### config.mk
export PLATFORM = sky130hd
export DESIGN_NAME = interfaz_pspl_mc
export DESIGN_NICKNAME = d
export VERILOG_FILES = /design/src/rtl/interfaz_pspl_mc.sv
export SDC_FILE = /design/constraint.sdc
export NUM_CORES = 1
export LEC_CHECK = 0
export ABC_AREA = 1
export CAP_MARGIN = 20
export CORE_MARGIN = 10
export CORE_UTILIZATION = 25
export DETAILED_ROUTE_END_ITERATION = 10
export GPL_TIMING_DRIVEN = 1
export PLACE_DENSITY = 0.51
export SLEW_MARGIN = 10
export SYNTH_ARGS = -nofsm -noshare
export SYNTH_HDL_FRONTEND = slang
export SYNTH_SLANG_ARGS = --single-unit
### constraint.sdc
create_clock -name clock -period 10.7 [get_ports clock]
set_input_delay 2.675 -clock clock [delete_from_list [all_inputs] [get_ports clock]]
set_output_delay 2.675 -clock clock [all_outputs]
set_load 0.02 [all_outputs]
### src/rtl/interfaz_pspl_mc.sv
// PS/PL command interface: decodes PS opcodes from ctrl_in, runs a
// sync/ack handshake with the selected PL channel (CALC), moves PS data
// words into a per-channel input buffer (SCAN) and returns words of a
// per-channel output buffer to PS (PRINT).
// Ports:
//   clock, reset          rising-edge clock, async active-high reset
//   ctrl_in  [7:0]        PS command: [3:0] opcode, [7:4] channel
//   ctrl_out [7:0]        status to PS: [3:0] status code, [7:4] channel
//   data_in / data_out    PS data words (DATA_WIDTH)
//   sync / ack            per-channel PL request / acknowledge
//   buffer_in             N_CH slices of BUFFER_IN_WIDTH, written by SCAN
//   buffer_out            N_CH slices of BUFFER_OUT_WIDTH, read by PRINT
module interfaz_pspl_mc #(
  parameter int DATA_WIDTH       = 32,
  parameter int BUFFER_IN_WIDTH  = 16,
  parameter int BUFFER_OUT_WIDTH = 16,
  parameter int N_CH             = 4,
  parameter int TIMEOUT          = 1024
) (
  input  logic                               clock,
  input  logic                               reset,
  input  logic [7:0]                         ctrl_in,
  output logic [7:0]                         ctrl_out,
  input  logic [DATA_WIDTH-1:0]              data_in,
  output logic [DATA_WIDTH-1:0]              data_out,
  output logic [N_CH-1:0]                    sync,
  input  logic [N_CH-1:0]                    ack,
  output logic [N_CH*BUFFER_IN_WIDTH-1:0]    buffer_in,
  input  logic [N_CH*BUFFER_OUT_WIDTH-1:0]   buffer_out
);

  localparam logic [3:0] OP_IDLE       = 4'd0;
  localparam logic [3:0] OP_CALC       = 4'd1;
  localparam logic [3:0] OP_SCAN       = 4'd2;
  localparam logic [3:0] OP_PRINT      = 4'd3;
  localparam logic [3:0] OP_IDLE_SYNC  = 4'd5;
  localparam logic [3:0] OP_CALC_SYNC  = 4'd6;
  localparam logic [3:0] OP_SCAN_SYNC  = 4'd7;
  localparam logic [3:0] OP_PRINT_SYNC = 4'd8;
  localparam logic [3:0] OP_ERROR      = 4'd9;

  localparam int unsigned NW_IN  = (BUFFER_IN_WIDTH + DATA_WIDTH - 1) / DATA_WIDTH;
  localparam int unsigned NW_OUT = (BUFFER_OUT_WIDTH + DATA_WIDTH - 1) / DATA_WIDTH;
  localparam int unsigned NW_MAX = (NW_IN > NW_OUT) ? NW_IN : NW_OUT;
  localparam int unsigned KW     = $clog2(NW_MAX + 1);
  localparam int unsigned TW     = (TIMEOUT > 0) ? $clog2(TIMEOUT + 1) : 1;

  localparam logic [KW-1:0] LAST_IN  = KW'(NW_IN - 1);
  localparam logic [KW-1:0] LAST_OUT = KW'(NW_OUT - 1);
  localparam logic [TW-1:0] TMO_LAST = (TIMEOUT > 0) ? TW'(TIMEOUT - 1) : '0;
  localparam logic [4:0]    NCH5     = 5'(N_CH);

  typedef enum logic [3:0] {
    S_IDLE, S_CALC_REQ, S_CALC_REL, S_CALC_SYNC,
    S_SCAN, S_SCAN_SYNC, S_PRINT, S_PRINT_SYNC, S_ERROR
  } state_t;

  state_t                 state;
  logic [7:0]             ctrl_q;
  logic [DATA_WIDTH-1:0]  data_q;
  logic [N_CH-1:0]        ack_q;
  logic [3:0]             ch;
  logic [KW-1:0]          k;
  logic [TW-1:0]          tmo;

  logic [3:0]             cmd_op, cmd_ch, sel_ch;
  logic                   cmd_ch_ok, ack_hit;
  logic [N_CH-1:0]        ch_mask;
  logic [KW-1:0]          sel_k;
  logic [DATA_WIDTH-1:0]  out_word;

  assign cmd_op    = ctrl_q[3:0];
  assign cmd_ch    = ctrl_q[7:4];
  assign cmd_ch_ok = ({1'b0, cmd_ch} < NCH5);
  assign ch_mask   = N_CH'(1) << ch;
  assign ack_hit   = |(ack_q & ch_mask);

  // Word the next PRINT cycle will present: from IDLE it is word 0 of the
  // channel being commanded, from PRINT_SYNC it is the following word.
  assign sel_ch = (state == S_IDLE) ? cmd_ch : ch;
  assign sel_k  = (state == S_PRINT_SYNC) ? k + 1'b1 : k;

  always_comb begin
    out_word = '0;
    for (int unsigned c = 0; c < N_CH; c++)
      for (int unsigned b = 0; b < BUFFER_OUT_WIDTH; b++)
        if (sel_ch == 4'(c) && sel_k == KW'(b / DATA_WIDTH))
          out_word[b % DATA_WIDTH] = buffer_out[c*BUFFER_OUT_WIDTH + b];
  end

  if (BUFFER_IN_WIDTH < DATA_WIDTH) begin : g_dq_spare
    logic unused_dq_hi;
    assign unused_dq_hi = ^data_q[DATA_WIDTH-1:BUFFER_IN_WIDTH];
  end

  always_ff @(posedge clock or posedge reset) begin
    if (reset) begin
      state     <= S_IDLE;
      ctrl_q    <= '0;
      data_q    <= '0;
      ack_q     <= '0;
      ch        <= '0;
      k         <= '0;
      tmo       <= '0;
      sync      <= '0;
      data_out  <= '0;
      buffer_in <= '0;
      ctrl_out  <= {4'h0, OP_IDLE_SYNC};
    end else begin
      ctrl_q <= ctrl_in;
      data_q <= data_in;
      ack_q  <= ack;
      case (state)
        S_IDLE: begin
          k   <= '0;
          tmo <= '0;
          if (cmd_op == OP_CALC || cmd_op == OP_SCAN || cmd_op == OP_PRINT) begin
            ch <= cmd_ch;
            if (!cmd_ch_ok) begin
              state    <= S_ERROR;
              ctrl_out <= {cmd_ch, OP_ERROR};
            end else begin
              case (cmd_op)
                OP_CALC: begin
                  state    <= S_CALC_REQ;
                  sync     <= N_CH'(1) << cmd_ch;
                  ctrl_out <= {cmd_ch, OP_CALC};
                end
                OP_SCAN: begin
                  state    <= S_SCAN;
                  ctrl_out <= {cmd_ch, OP_SCAN};
                end
                default: begin
                  state    <= S_PRINT;
                  data_out <= out_word;
                  ctrl_out <= {cmd_ch, OP_PRINT};
                end
              endcase
            end
          end
        end
        S_CALC_REQ, S_CALC_REL: begin
          // Request phase waits for ack high, release phase for ack low;
          // both share the timeout counter.
          if ((state == S_CALC_REQ) ? ack_hit : !ack_hit) begin
            tmo  <= '0;
            sync <= '0;
            if (state == S_CALC_REQ) begin
              state <= S_CALC_REL;
            end else begin
              state    <= S_CALC_SYNC;
              ctrl_out <= {ch, OP_CALC_SYNC};
            end
          end else if (TIMEOUT > 0) begin
            if (tmo == TMO_LAST) begin
              state    <= S_ERROR;
              tmo      <= '0;
              sync     <= '0;
              ctrl_out <= {ch, OP_ERROR};
            end else begin
              tmo <= tmo + 1'b1;
            end
          end
        end
        S_CALC_SYNC, S_ERROR: begin
          if (cmd_op == OP_IDLE) begin
            state    <= S_IDLE;
            k        <= '0;
            ctrl_out <= {4'h0, OP_IDLE_SYNC};
          end
        end
        S_SCAN: begin
          if (cmd_op == OP_SCAN_SYNC) begin
            for (int unsigned c = 0; c < N_CH; c++)
              for (int unsigned b = 0; b < BUFFER_IN_WIDTH; b++)
                if (ch == 4'(c) && k == KW'(b / DATA_WIDTH))
                  buffer_in[c*BUFFER_IN_WIDTH + b] <= data_q[b % DATA_WIDTH];
            state    <= S_SCAN_SYNC;
            ctrl_out <= {ch, OP_SCAN_SYNC};
          end
        end
        S_SCAN_SYNC: begin
          if (cmd_op == OP_SCAN) begin
            if (k == LAST_IN) begin
              state    <= S_ERROR;
              ctrl_out <= {ch, OP_ERROR};
            end else begin
              k        <= k + 1'b1;
              state    <= S_SCAN;
              ctrl_out <= {ch, OP_SCAN};
            end
          end else if (cmd_op == OP_IDLE) begin
            state    <= S_IDLE;
            k        <= '0;
            ctrl_out <= {4'h0, OP_IDLE_SYNC};
          end
        end
        S_PRINT: begin
          data_out <= out_word;
          if (cmd_op == OP_PRINT_SYNC) begin
            state    <= S_PRINT_SYNC;
            ctrl_out <= {ch, OP_PRINT_SYNC};
          end
        end
        S_PRINT_SYNC: begin
          if (cmd_op == OP_PRINT) begin
            if (k == LAST_OUT) begin
              state    <= S_ERROR;
              ctrl_out <= {ch, OP_ERROR};
            end else begin
              k        <= k + 1'b1;
              state    <= S_PRINT;
              data_out <= out_word;
              ctrl_out <= {ch, OP_PRINT};
            end
          end else if (cmd_op == OP_IDLE) begin
            state    <= S_IDLE;
            k        <= '0;
            ctrl_out <= {4'h0, OP_IDLE_SYNC};
          end
        end
        default: begin
          state    <= S_IDLE;
          sync     <= '0;
          ctrl_out <= {4'h0, OP_IDLE_SYNC};
        end
      endcase
    end
  end

endmodule

# [Word-level counts from Yosys, hierarchy flattened]
# Cells that the tools add are included.
[totals] ff_bits=156 in_bits=110 out_inout_bits=108 wordCells=200
[op_classes] addsub=2 shift=2 bitwise_logic=4 n_eq_ne=30 n_reduce_logical=32 mux=115 n_lt_le_gt_ge=1
[ops] op="2-to-1 mux 32 bit" count=5
[ops] op="case mux 32 bit (3 select lines)" count=1
[ops] op="2-to-1 mux 4 bit" count=20
[ops] op="2-to-1 mux 8 bit" count=9
[ops] op="2-to-1 mux 1 bit" count=71
[ops] op="case mux 8 bit (7 select lines)" count=1
[ops] op="== test 4 x 2 -> 1 bit (second input constant)" count=8
[ops] op="case mux 4 bit (7 select lines)" count=1
[ops] op="2-to-1 mux 11 bit" count=2
[ops] op="case mux 11 bit (2 select lines)" count=1
[ops] op="== test 4 x 3 -> 1 bit (second input constant)" count=5
[ops] op="== test 4 x 1 -> 1 bit (second input constant)" count=4
[ops] op="zero test 4 bit" count=4
[ops] op="case mux 4 bit (3 select lines)" count=1
[ops] op="AND reduction 3 bit" count=4
[ops] op="adder 11 x 1 -> 11 bit (second input constant)" count=1
[ops] op="== test 11 x 10 -> 1 bit (second input constant)" count=1
[ops] op="!= test 2 bit (second input constant)" count=5
[ops] op="AND reduction 5 bit" count=2
[ops] op="== test 4 bit (second input constant)" count=2
[ops] op="logical AND 1 bit" count=8
[ops] op="left shift 1 x 4 -> 4 bit (first input constant)" count=2
[ops] op="!= test 2 x 1 -> 1 bit (second input constant)" count=3
[ops] op="!= test 3 bit (second input constant)" count=2
[ops] op="18 further kinds" count=23

# [Depth between registers and ports, before layout]
[logic_depth] word_depth=12 ltp_mapped=15 mapped_depth_nobuf=15

# [Worst setup path after synthesis]
# Ideal clock, no wire load.
[synth_timing] path_kind="register to output" start="register ctrl_out[0]" end="output ctrl_out[0]" t_arrival_ns=0.571 path_slack_ns=7.454 n_path_buf=0 path_stages_with_launch=1 t_required_ns=8.025 cell_sequence="dfstp_2"
[synth_lines] item="from (decl)" line_no="23" source="output logic [7:0] ctrl_out,"
[synth_lines] item="from (signal assigned)" line_no="108" source="ctrl_out <= {4'h0, OP_IDLE_SYNC};"
[synth_lines] item="from (signal assigned)" line_no="121" source="ctrl_out <= {cmd_ch, OP_ERROR};"
[synth_lines] item="from (signal assigned)" line_no="127" source="ctrl_out <= {cmd_ch, OP_CALC};"
# No word-level cell between the ends.

# [Worst setup path in the final report]
[layout_timing] start="register ctrl_out[2]" end="output ctrl_out[2]"
# No word-level cell between the ends.

==> metrics.md <==
| Metric | Value |
|---|---|
| ANT nets after route | 0 |
| Slew Viols, Final | 0 |
| # clock sinks | 140 |
| Rel. slew slack | 0.3124 |
| R2r endpoint | data_out[10]$_DFFE_PP0P_ |
| Skew final | 0.01285 ns |
| Synthesized area per cell | about 8.6 sq um |
| Yosys Warn Count | 0 |
| Largest net degree at the start of global routing | 72 |
| Synth top area share | 0.5374 |
| Top cells by area, synth | dfrtp_1 54%, nand2_1 14%, o21ai_0 7.6% |
| GR met1 Demand/Resource | 0.1564 |
| Layout overhead on the synthesized area | 43.20% |
| Endpoint class of the critical path | output port |
| Cell taking the most area after synthesis | dfrtp_1 |
| Vias in the first global route | 5785 |
| Count leader, synth | nand2_1 |
| Peak Freq | around 240 MHz |
| Most used routing layer | met2 |
| Via count | 5545 |
| Post-synthesis mux area share | 0.001752 |
| Worst vdd ir | around 0.000097 V |
| CTS Hold Buffers Added | 0 |
| Status | completed |
| WP buf/inv | 1 |
| Clock-pin slew on the worst setup and hold paths | 0.07 ns |
| Met2 Usage GRT | 0.2006 |
| NetSw | about 0.95 mW |
| Max Root-Sink Buffers | 2 |
| Inserted Clock Buffers | 17 |
| Wire per inst | 16.47 microns |
| Final std cells w/o fill | 1278 |
| Worst setup startpoint | ctrl_out[2]$_DFFE_PP1P_ |
| CP top delay family | buffers and inverters |
| Cell Pwr Density | between 200 and 250 nW/um^2 |
| Ys async rst share | 1.000 |
| Sum Neg Setup Slack | 0 ns |
| Placed instance count | approximately 1200 |
| IO Count | 218 |
| Worst path max stage delay | 0.61 ns |
| Fin crit share | 0.3973 |
| Critical path class | register to output port |
| RSZ-0062 raised after global routing | false |
| Routability cong. | 0.8886 |
| Clock power share | 0.267 |
| Worst hold-check path type | register to register |
| Switching Fraction | 0.4171 |
| Dpl hpwl | between 15 and 20 mm |
| All-Layer GR Usage | 0.1310 |
| P_int | around 1.3 mW |
| Leak | about 4.1 nW |
| FP Rows | a little under 60 |
| Nets@finish | 1048 |
| CTS tree | built |
| Total wire length | 21.05 mm |
| CP arrival | about 1.6 ns |
| Setup crit end | ctrl_out[2] |
| Initial antenna violation count | 1 |
| Vias per cell | ~4.3 |
| Die height | between 150 and 200 microns |
| Worst skew pair latency | about 0.42 ns |
| Post-CTS sizing | 0 |
| Mapped cell area | 6426 sq um |
| First-pass detailed-route iteration total | 4 |
| Initial Util | 0.2545 |
| Required time of the critical path | between 8 and 9 ns |
| Root Buffer | clkbuf_16 |
| Crit path max-delay cell type | clkdlybuf4s50_1 |
| Final setup fails | 0 |
| Post-layout util | 0.3644 |
| Synth cell types | 42 |
| Largest family of logic cells by synthesized area | simple AND/OR/NAND/NOR gates |
| First-pass GRT wire length | around 34 mm |
| Xor/xnor share of the synthesized area | 0.001363 |
| Sequential cell fraction of total power | 0.313 |
| Final hold vios | 0 |
| Syn Inst Count | 748 |
| M3 GR Usage | 0.07189 |
| Layout fillers | ~2600 |
| R2r startpoint | state[0]$_DFFE_PP0P_ |
| Simple-gate share of the synthesized area | 0.2638 |
| Crit-path max FO | 3 |
| Post-synth top cells | 234 x nand2_1, 138 x dfrtp_1, 97 x o21ai_0, 60 x inv_1, 60 x nand3_1 |
| Port bufs | ~190 |
| Worst path depth | 1 |
| Post-synthesis sequential area ratio | 0.5456 |
| Core area | 25250 sq um |
| Worst reg-to-reg setup slack | a little over 8 ns |
| Htree depth | 4 |
| Layout cells sized above 1 | 0.08025 |
| Remaining DRCs | 0 |
| EDFF count, synth | 0 |
| Adder-cell share of the synthesized area | 0.007788 |
| Top_reg_cell synth | dfrtp_1 |
| Gr ovfl total | 0 |
| Path depth of the worst reg2reg path | 8 |
| Die ar. | 32520 sq um |
| Synth Area in Compound Gates | 0.1024 |
| Comb pwr share | 0.420 |
| Worst-margin pin slew | roughly 1 ns |
| Number of post-CTS setup repair buffers | 0 |
| Worst-path cell chain | clkdlybuf4s50_1 |
| Maxcap violations | 0 |
| Flops & latches, synth | 140 |
| Worst setup SP type | register |
| Initial drt markers | 300 |
| Die W | ~180 microns |
| Final worst path period need | 4.251 ns |
| Hold slack | between 0.4 and 0.5 ns |
## cell families after synthesis
group | count (synthesis)
AO/OA/AOI/OAI | 123
XOR/XNOR | 1
adder cells (fa/ha/maj) | 4
buffers and inverters | 106
flip-flops | 140
multiplexers | 1
other | 1
AND/OR/NAND/NOR | 372
## routing by layer
| metal | routed length (microns) | share of wire |
|---|---|---|
| met1 | 8950 | 0.43 |
| met2 | 9417 | 0.45 |
| met3 | 2475 | 0.12 |
| met4 | 209 | 0.0099 |
| met5 | 0 | 0 |
## layout make-up
| type | instances | area [sq um] | area share |
|---|---|---|---|
| antenna | 1 | 2.502 | 0.0002719 |
| clock buffer | 18 | 439.2 | 0.04772 |
| multi-input combinational | 517 | 2484 | 0.2699 |
| timing repair buffer | 190 | 1924 | 0.2091 |
| sequential | 140 | 3506 | 0.3810 |
| inverter | 68 | 260.3 | 0.02828 |
| clock inverter | 14 | 173.9 | 0.01890 |
| tap | 330 | 412.9 | 0.04487 |
## sequential cells by signal, summed over array words and instances, names as in the netlist
register / flops
ctrl_q: 8
ctrl_out: 8
data_q: 16
state: 4
tmo: 11
data_out: 16
buffer_in: 64
ack_q: 4
ch: 4
sync: 4
k: 1
## through the flow
| stage | setup slack (ns) | instance area (sq um) | power [mW] |
|---|---|---|---|
| detailed placement | 5.992 | 8529 | 1.687 |
| global route | 6.287 | 9200 | 2.450 |
| finish | 6.449 | 9203 | 2.273 |
| global placement | 5.973 | 8529 | 1.685 |
| CTS | 6.417 | 9143 | 2.311 |
| floorplan | 4.275 | 6482 | 1.321 |
## power groups by stage
| stage | sequential (mW) | combinational, mW | clock, mW |
|---|---|---|---|
| 6_report | 0.713 | 0.954 | 0.607 |
| 3_5_place_dp | 0.720 | 0.967 | 0 |
| 4_1_cts | 0.713 | 0.969 | 0.629 |
| 5_1_grt | 0.729 | 1.07 | 0.651 |
| 2_1_floorplan | 0.810 | 0.510 | 0 |
| 3_3_place_gp | 0.717 | 0.968 | 0 |
## worst min-delay path by stage
| stage | end | depth (start not counted) | from | slack (ns) |
|---|---|---|---|---|
| after global routing | buffer_in[26]$_DFFE_PP0P_ | 2 | buffer_in[26]$_DFFE_PP0P_ | 0.50 |
| after global placement | data_out[15]$_DFFE_PP0P_ | 2 | data_out[15]$_DFFE_PP0P_ | 0.46 |
| after floorplan | tmo[10]$_DFFE_PP0P_ | 1 | tmo[9]$_DFFE_PP0P_ | 0.45 |
| after detailed placement | data_out[3]$_DFFE_PP0P_ | 2 | data_out[3]$_DFFE_PP0P_ | 0.47 |
| after CTS | tmo[10]$_DFFE_PP0P_ | 1 | tmo[9]$_DFFE_PP0P_ | 0.48 |
| final | tmo[10]$_DFFE_PP0P_ | 1 | tmo[9]$_DFFE_PP0P_ | 0.48 |
## layout by cell type, fill, tap and decap left out, types with 3 or more instances in the layout
| master | count |
|---|---|
| nor3_1 | 6 |
| dfrtp_1 | 138 |
| nor2_1 | 24 |
| nand2_2 | 6 |
| o21ai_1 | 3 |
| inv_1 | 59 |
| clkdlybuf4s50_1 | 185 |
| inv_8 | 3 |
| nor2_4 | 6 |
| inv_2 | 8 |
| clkbuf_16 | 17 |
| clkinv_8 | 3 |
| ha_1 | 4 |
| a21oi_1 | 10 |
| conb_1 | 16 |
| nand3_2 | 4 |
| nand4_1 | 23 |
| inv_6 | 5 |
| nand3_1 | 60 |
| nand2_1 | 234 |
| o21ai_0 | 97 |
| clkinv_4 | 3 |
Power figures use the tool's default switching activity.
